### src/rtl/sme_pkg.sv
// rtl/sme_pkg.sv - shared constants and state encoding for the string-matching engine input stage
package sme_pkg;

    localparam logic [7:0] CH_CARET  = 8'h5E;
    localparam logic [7:0] CH_DOLLAR = 8'h24;
    localparam logic [7:0] CH_STAR   = 8'h2A;
    localparam logic [7:0] CH_DOT    = 8'h2E;
    localparam logic [7:0] CH_SPACE  = 8'h20;

    localparam int STR_MAX_DEF = 32;
    localparam int PAT_MAX_DEF = 8;

    typedef enum logic [1:0] {
        ST_IDLE     = 2'd0,
        ST_LOAD_STR = 2'd1,
        ST_LOAD_PAT = 2'd2,
        ST_READY    = 2'd3
    } sme_state_t;

endpackage

### src/rtl/sme_pat_parser.sv
// rtl/sme_pat_parser.sv - on-the-fly pattern parser: anchor strip, star detect, body buffer
module sme_pat_parser
    import sme_pkg::*;
#(
    parameter int PAT_MAX = PAT_MAX_DEF,
    parameter int PLW     = $clog2(PAT_MAX) + 1,
    parameter int SIW     = $clog2(PAT_MAX)
) (
    input  logic                 clk,
    input  logic                 rst,
    input  logic                 i_start,
    input  logic                 i_push,
    input  logic                 i_final,
    input  logic [7:0]           i_char,
    output logic [8*PAT_MAX-1:0] o_pat_flat,
    output logic [PLW-1:0]       o_pat_len,
    output logic                 o_anchor_head,
    output logic                 o_anchor_tail,
    output logic                 o_has_star,
    output logic [SIW-1:0]       o_star_idx,
    output logic                 o_ovf
);

    localparam logic [PLW-1:0] RAW_FULL = PLW'(PAT_MAX);

    logic [7:0]     r_pat_mem [PAT_MAX];
    logic [PLW-1:0] r_pat_len;
    logic [PLW-1:0] r_raw_cnt;
    logic           r_anchor_head;
    logic           r_anchor_tail;
    logic           r_has_star;
    logic [SIW-1:0] r_star_idx;

    logic           w_raw_full;
    logic           w_is_caret;
    logic           w_store;
    logic [PLW-1:0] w_cur_len;
    logic           w_cur_star;
    logic [PLW-1:0] w_len_m1;
    logic           w_strip_tail;

    // i_start begins a fresh pattern, so the running fields are viewed as cleared for that char
    assign w_raw_full   = !i_start && (r_raw_cnt == RAW_FULL);
    assign w_is_caret   = i_start && (i_char == CH_CARET);
    assign w_store      = (i_start || i_push) && !w_raw_full && !w_is_caret;
    assign w_cur_len    = i_start ? '0 : r_pat_len;
    assign w_cur_star   = i_start ? 1'b0 : r_has_star;
    assign w_len_m1     = r_pat_len - 1'b1;
    assign w_strip_tail = i_final && (r_pat_len != '0) && (r_pat_mem[w_len_m1[SIW-1:0]] == CH_DOLLAR);
    assign o_ovf        = i_push && w_raw_full;

    always_ff @(posedge clk or posedge rst) begin
        if (rst) begin
            for (int k = 0; k < PAT_MAX; k++) r_pat_mem[k] <= '0;
            r_pat_len     <= '0;
            r_raw_cnt     <= '0;
            r_anchor_head <= 1'b0;
            r_anchor_tail <= 1'b0;
            r_has_star    <= 1'b0;
            r_star_idx    <= '0;
        end else begin
            if (i_start) begin
                r_raw_cnt     <= PLW'(1);
                r_anchor_head <= w_is_caret;
                r_anchor_tail <= 1'b0;
                r_has_star    <= 1'b0;
                r_star_idx    <= '0;
                r_pat_len     <= '0;
            end else if (i_push && !w_raw_full) begin
                r_raw_cnt <= r_raw_cnt + 1'b1;
            end
            if (w_store) begin
                r_pat_mem[w_cur_len[SIW-1:0]] <= i_char;
                r_pat_len <= w_cur_len + 1'b1;
                if (i_char == CH_STAR && !w_cur_star) begin
                    r_has_star <= 1'b1;
                    r_star_idx <= w_cur_len[SIW-1:0];
                end
            end
            if (w_strip_tail) begin
                r_pat_len     <= w_len_m1;
                r_anchor_tail <= 1'b1;
            end
        end
    end

    for (genvar k = 0; k < PAT_MAX; k++) begin : g_pat_flat
        assign o_pat_flat[8*k +: 8] = r_pat_mem[k];
    end

    assign o_pat_len     = r_pat_len;
    assign o_anchor_head = r_anchor_head;
    assign o_anchor_tail = r_anchor_tail;
    assign o_has_star    = r_has_star;
    assign o_star_idx    = r_star_idx;

endmodule

### src/rtl/sme_input_buffer.sv
// rtl/sme_input_buffer.sv - captures string and pattern streams and presents one parsed job to the matcher
module sme_input_buffer
    import sme_pkg::*;
#(
    parameter int STR_MAX = STR_MAX_DEF,
    parameter int PAT_MAX = PAT_MAX_DEF,
    parameter int SLW     = $clog2(STR_MAX) + 1,
    parameter int PLW     = $clog2(PAT_MAX) + 1,
    parameter int SIW     = $clog2(PAT_MAX)
) (
    input  logic                 clk,
    input  logic                 reset,
    input  logic [7:0]           chardata,
    input  logic                 isstring,
    input  logic                 ispattern,
    output logic                 job_valid,
    input  logic                 job_ready,
    output logic [8*STR_MAX-1:0] str_flat,
    output logic [SLW-1:0]       str_len,
    output logic [8*PAT_MAX-1:0] pat_flat,
    output logic [PLW-1:0]       pat_len,
    output logic                 anchor_head,
    output logic                 anchor_tail,
    output logic                 has_star,
    output logic [SIW-1:0]       star_idx,
    output logic                 err_flag
);

    localparam logic [SLW-1:0] STR_FULL = SLW'(STR_MAX);

    sme_state_t r_state;
    sme_state_t w_next;

    logic [7:0]     r_str_mem [STR_MAX];
    logic [SLW-1:0] r_str_len;
    logic           r_err_flag;

    logic w_str_first;
    logic w_str_app;
    logic w_pat_start;
    logic w_pat_push;
    logic w_final;
    logic w_proto_err;
    logic w_str_ovf;
    logic w_pat_ovf;

    always_ff @(posedge clk or posedge reset) begin
        if (reset) r_state <= ST_IDLE;
        else       r_state <= w_next;
    end

    // isstring takes priority whenever both strobes are high
    always_comb begin
        w_next      = r_state;
        w_str_first = 1'b0;
        w_str_app   = 1'b0;
        w_pat_start = 1'b0;
        w_pat_push  = 1'b0;
        w_final     = 1'b0;
        w_proto_err = 1'b0;
        case (r_state)
            ST_IDLE: begin
                if (isstring) begin
                    w_str_first = 1'b1;
                    w_proto_err = ispattern;
                    w_next      = ST_LOAD_STR;
                end else if (ispattern) begin
                    w_pat_start = 1'b1;
                    w_next      = ST_LOAD_PAT;
                end
            end
            ST_LOAD_STR: begin
                if (isstring) begin
                    w_str_app   = 1'b1;
                    w_proto_err = ispattern;
                end else if (ispattern) begin
                    w_pat_start = 1'b1;
                    w_next      = ST_LOAD_PAT;
                end
            end
            ST_LOAD_PAT: begin
                if (isstring) begin
                    w_final     = 1'b1;
                    w_proto_err = 1'b1;
                    w_next      = ST_READY;
                end else if (ispattern) begin
                    w_pat_push = 1'b1;
                end else begin
                    w_final = 1'b1;
                    w_next  = ST_READY;
                end
            end
            ST_READY: begin
                w_proto_err = isstring || ispattern;
                if (job_ready) w_next = ST_IDLE;
            end
            default: w_next = ST_IDLE;
        endcase
    end

    assign w_str_ovf = w_str_app && (r_str_len == STR_FULL);

    always_ff @(posedge clk or posedge reset) begin
        if (reset) begin
            for (int k = 0; k < STR_MAX; k++) r_str_mem[k] <= '0;
            r_str_len  <= '0;
            r_err_flag <= 1'b0;
        end else begin
            if (w_str_first) begin
                r_str_mem[0] <= chardata;
                r_str_len    <= SLW'(1);
            end else if (w_str_app && !w_str_ovf) begin
                r_str_mem[r_str_len[SLW-2:0]] <= chardata;
                r_str_len <= r_str_len + 1'b1;
            end
            if (w_proto_err || w_str_ovf || w_pat_ovf) r_err_flag <= 1'b1;
        end
    end

    sme_pat_parser #(
        .PAT_MAX (PAT_MAX),
        .PLW     (PLW),
        .SIW     (SIW)
    ) u_pat_parser (
        .clk           (clk),
        .rst           (reset),
        .i_start       (w_pat_start),
        .i_push        (w_pat_push),
        .i_final       (w_final),
        .i_char        (chardata),
        .o_pat_flat    (pat_flat),
        .o_pat_len     (pat_len),
        .o_anchor_head (anchor_head),
        .o_anchor_tail (anchor_tail),
        .o_has_star    (has_star),
        .o_star_idx    (star_idx),
        .o_ovf         (w_pat_ovf)
    );

    for (genvar k = 0; k < STR_MAX; k++) begin : g_str_flat
        assign str_flat[8*k +: 8] = r_str_mem[k];
    end

    assign job_valid = (r_state == ST_READY);
    assign str_len   = r_str_len;
    assign err_flag  = r_err_flag;

endmodule

### config.mk
export PLATFORM = sky130hd
export DESIGN_NAME = sme_input_buffer
export DESIGN_NICKNAME = d
export VERILOG_FILES = /design/src/rtl/sme_pkg.sv /design/src/rtl/sme_pat_parser.sv /design/src/rtl/sme_input_buffer.sv
export SDC_FILE = /design/constraint.sdc
export NUM_CORES = 1
export LEC_CHECK = 0
export BUFFER_PORTS_ARGS = -buffer_cell sky130_fd_sc_hd__buf_2
export CORE_ASPECT_RATIO = 2
export CORE_UTILIZATION = 55
export CTS_BUF_LIST = sky130_fd_sc_hd__clkbuf_4
export DETAILED_ROUTE_END_ITERATION = 10
export PLACE_DENSITY_LB_ADDON = 0.2
export SETUP_SLACK_MARGIN = 0.3
export SLEW_MARGIN = 20
export SYNTH_ARGS = -nofsm -noshare
export SYNTH_HDL_FRONTEND = slang
export SYNTH_HIERARCHICAL = 1
export SYNTH_SLANG_ARGS = --single-unit
### constraint.sdc
create_clock -name clk -period 19.3 [get_ports clk]
set_input_delay 0.965 -clock clk [delete_from_list [all_inputs] [get_ports clk]]
set_output_delay 0.965 -clock clk [all_outputs]
set_load 0.01 [all_outputs]
==> qor.csv <==
metric,value,unit
CP max FO,18,
final setup vio count,0,
Worst-Skew Late Latency,0.73,ns
vias in the first global route,9832,
post-layout minimum cycle time,3.27,ns
cell family with most CP delay,compound AO/OA/AOI/OAI gates,
dpl cell area,16000,um2
max-slew violations,0,
worst path cell trace,inv_2 -> ha_1 -> nor4_1 -> nand3b_1 -> a41oi_2 -> o32ai_2 -> o221ai_1 -> and3b_1,
global-route wire length before repair,56.1,mm
DRC viols,0,
critical path class,reg2reg,
Relative slew margins,30.1,%
Yosys reg bits,343,
Worst Setup SP,u_pat_parser/o_pat_len[0],
CP Capture Point,u_pat_parser/o_pat_len[2],
DIE AREA,26100,um2
average size of a mapped cell,14.9,um2
"antenna viol nets, final",0,
Synth Net Count,961,
Post-synth EDFFs,0,
Worst R2R Start,u_pat_parser/o_pat_len[0],
critical path depth,8,
WL final,37.1,mm
Critical Path Source Type,flop,
CTS clock-pin slew for the worst setup and hold paths,0.07,ns
Place WS,15.66,ns
Yosys warning count,6,
GRT Residual Overflow,0,
Core Region,25000,um2
antenna violations before repair,1,
Boundary Pins,351,
Worst EP required,19.92,ns
post-route cell area,17000,um2
Layout Area Growth over Synthesis,21.4,%
Initial Util,55.8,%
largest cells by area after synthesis,"dfrtp_1 (61%), mux2_2 (25%), mux2_1 (1.3%), clkbuf_1 (1.0%), nand3_1 (0.75%)",
"Cell Area, Synth",14000,um2
Initial DRC Count,436,
setup TNS,0,ns
iteration count of the initial detailed-routing pass,4,
CTS-repair resized insts,0,
HPWL after detailed placement,24.9,mm
ratio of cells with drive above 1 in the final layout,58.4,%
max incr delay on CP,0.74,ns
Max Root-Sink Buffers,3,
routed vias,9480,
met2 routed WL,20.3,mm
drt via density,5.53,
largest net degree at the start of global routing,133,
Synth top area share,61.4,%
# rows,82,
Post CTS Setup Buffer Count,0,
RSZ-0062 raised after global routing,false,
GRT Total Usage,29.1,%
placed insts,1576,
number of distinct library cells after synthesis,57,
power per cell area,130,nW/um2
Post-synth top flop,dfrtp_1,
actual slew at the worst max-slew pin,1.04,ns
CP arrival,3.89,ns
most common library cells after synthesis,"dfrtp_1 (343), mux2_2 (305), clkbuf_1 (38), nor2_1 (22), nand3_1 (21)",
most frequent cell after synthesis,dfrtp_1,
worst reg2reg path endpoint,u_pat_parser/o_pat_len[2],
nets@finish,1339,
Die Ht,227,um
Async SR Flop Fraction,100,%
Highest Signal Layer,met4,
Fillers,1953,
max-cap viol count,0,
Met3 Wirelength,2.03,mm
Die W,115,um
CTS tree,built,
post-route insts no fill,1713,
CTS Buf Count,76,
final worst slack,16.03,ns
"area leader, netlist",dfrtp_1,
Worst Path Buf+Inv,1,
CP Capture Type,flop,
IO Port Bufs,350,
CTS Hold Bufs,0,
Final Cycle Share,17.0,%
Crit-path slowest cell,dfrtp_1,
Cells after Synth,940,
Reg2Reg Setup Slack,16.03,ns
Fin. Hold Viols,0,
VDD IR max,97.4,uV
Final GP Congestion,0.891,
class of the worst hold path,in2async,
Root Driver,clkbuf_4,
Layout Skew,0.0369,ns
status,"complete, no violations",
Lkg Pwr,9.30,nW
Highest Clock Rate,0.306,GHz
"Seq/Total Area, Yosys",61.4,%
clock sink count,343,
wire per inst,21.7,um
CTS H-tree lvls,3,
Metal-1 WL,13.3,mm
R2R depth,8,
==> sequential cells by signal, indices dropped and copies added, names as in the netlist, 2 cells and up <==
signal and count:
u_pat_parser/o_star_idx 3, u_pat_parser/r_raw_cnt 4, u_pat_parser/o_pat_len 4, u_pat_parser/o_pat_flat 64
str_len 6, str_flat 256, r_state 2
==> report_power, final <==
| part | switching (W) | leakage (nW) | total (W) | internal (W) |
|---|---|---|---|---|
| combinational | 0.000321 | 4.08 | 0.000610 | 0.000289 |
| sequential | 0.000141 | 4.62 | 0.00103 | 0.000884 |
| clock | 0.000272 | 0.605 | 0.000575 | 0.000303 |
| total | 0.000733 | 9.30 | 0.00221 | 0.00148 |
==> layout make-up <==
cell class	instances	area (um2)	share of cell area [%]
antenna	2	5.00	0.0295
clock buffer	117	878	5.18
clock inverter	18	121	0.716
inverter	17	71.3	0.421
multi-input combinational	525	5090	30.0
sequential	343	8580	50.6
tap	336	420	2.48
timing repair buffer	355	1790	10.6
==> cell families after synthesis <==
| family | Yosys count | synth area share (%) |
|---|---|---|
| muxes | 329 | 26.4 |
| AOI/OAI and AO/OA | 37 | 1.93 |
| xor gates and xnor gates | 7 | 0.439 |
| and+or+nand+nor | 143 | 6.83 |
| buffers and inverters | 72 | 2.12 |
| adders and majority gates | 9 | 0.788 |
| DFF | 343 | 61.4 |
==> metal layers <==
metal / GRT usage, % / up-vias
li1: - / 4172
met1: 31.1 / 4881
met2: 52.5 / 340
met5: 0 / -
met4: 14.2 / 0
met3: 7.93 / 87
==> layout by cell type (no fill, tap or decap), drive strengths merged, types with 3 or more instances in the layout <==
cell type	instances
xnor2	5
mux2	321
inv	21
a211oi	5
mux2i	8
buf	355
nor3	5
nor2b	4
nand3b	3
or3	4
nor3b	9
a21oi	5
and3	3
and3b	4
nand3	21
ha	8
nand2b	5
nand4	6
nand4b	6
o21ai	14
clkbuf	117
or4b	4
nor2	23
dfrtp	343
clkinv	12
nand2	19
nor4	8
nor4b	12
==> worst min path at each step <==
stage	start	to	cells after the start	slack, ns
CTS	reset	str_flat[233]	2	0.40
floorplan	u_pat_parser/r_raw_cnt[3]	u_pat_parser/r_raw_cnt[3]	2	0.50
global placement	str_flat[53]	str_flat[53]	1	0.47
global route	reset	str_flat[161]	2	0.41
finish	reset	str_flat[67]	2	0.40
detailed placement	str_flat[48]	str_flat[48]	1	0.48
==> stage by stage <==
stage          util [%]  hold WS (ns)  total power, W
2_1_floorplan         -         0.505         0.00138
3_3_place_gp       63.7         0.471         0.00163
3_5_place_dp       63.7         0.476         0.00165
4_1_cts            67.7         0.401         0.00223
5_1_grt            67.7         0.412         0.00233
6_report           67.7         0.401         0.00221
No activity file was read; power rests on OpenSTA's default activity.
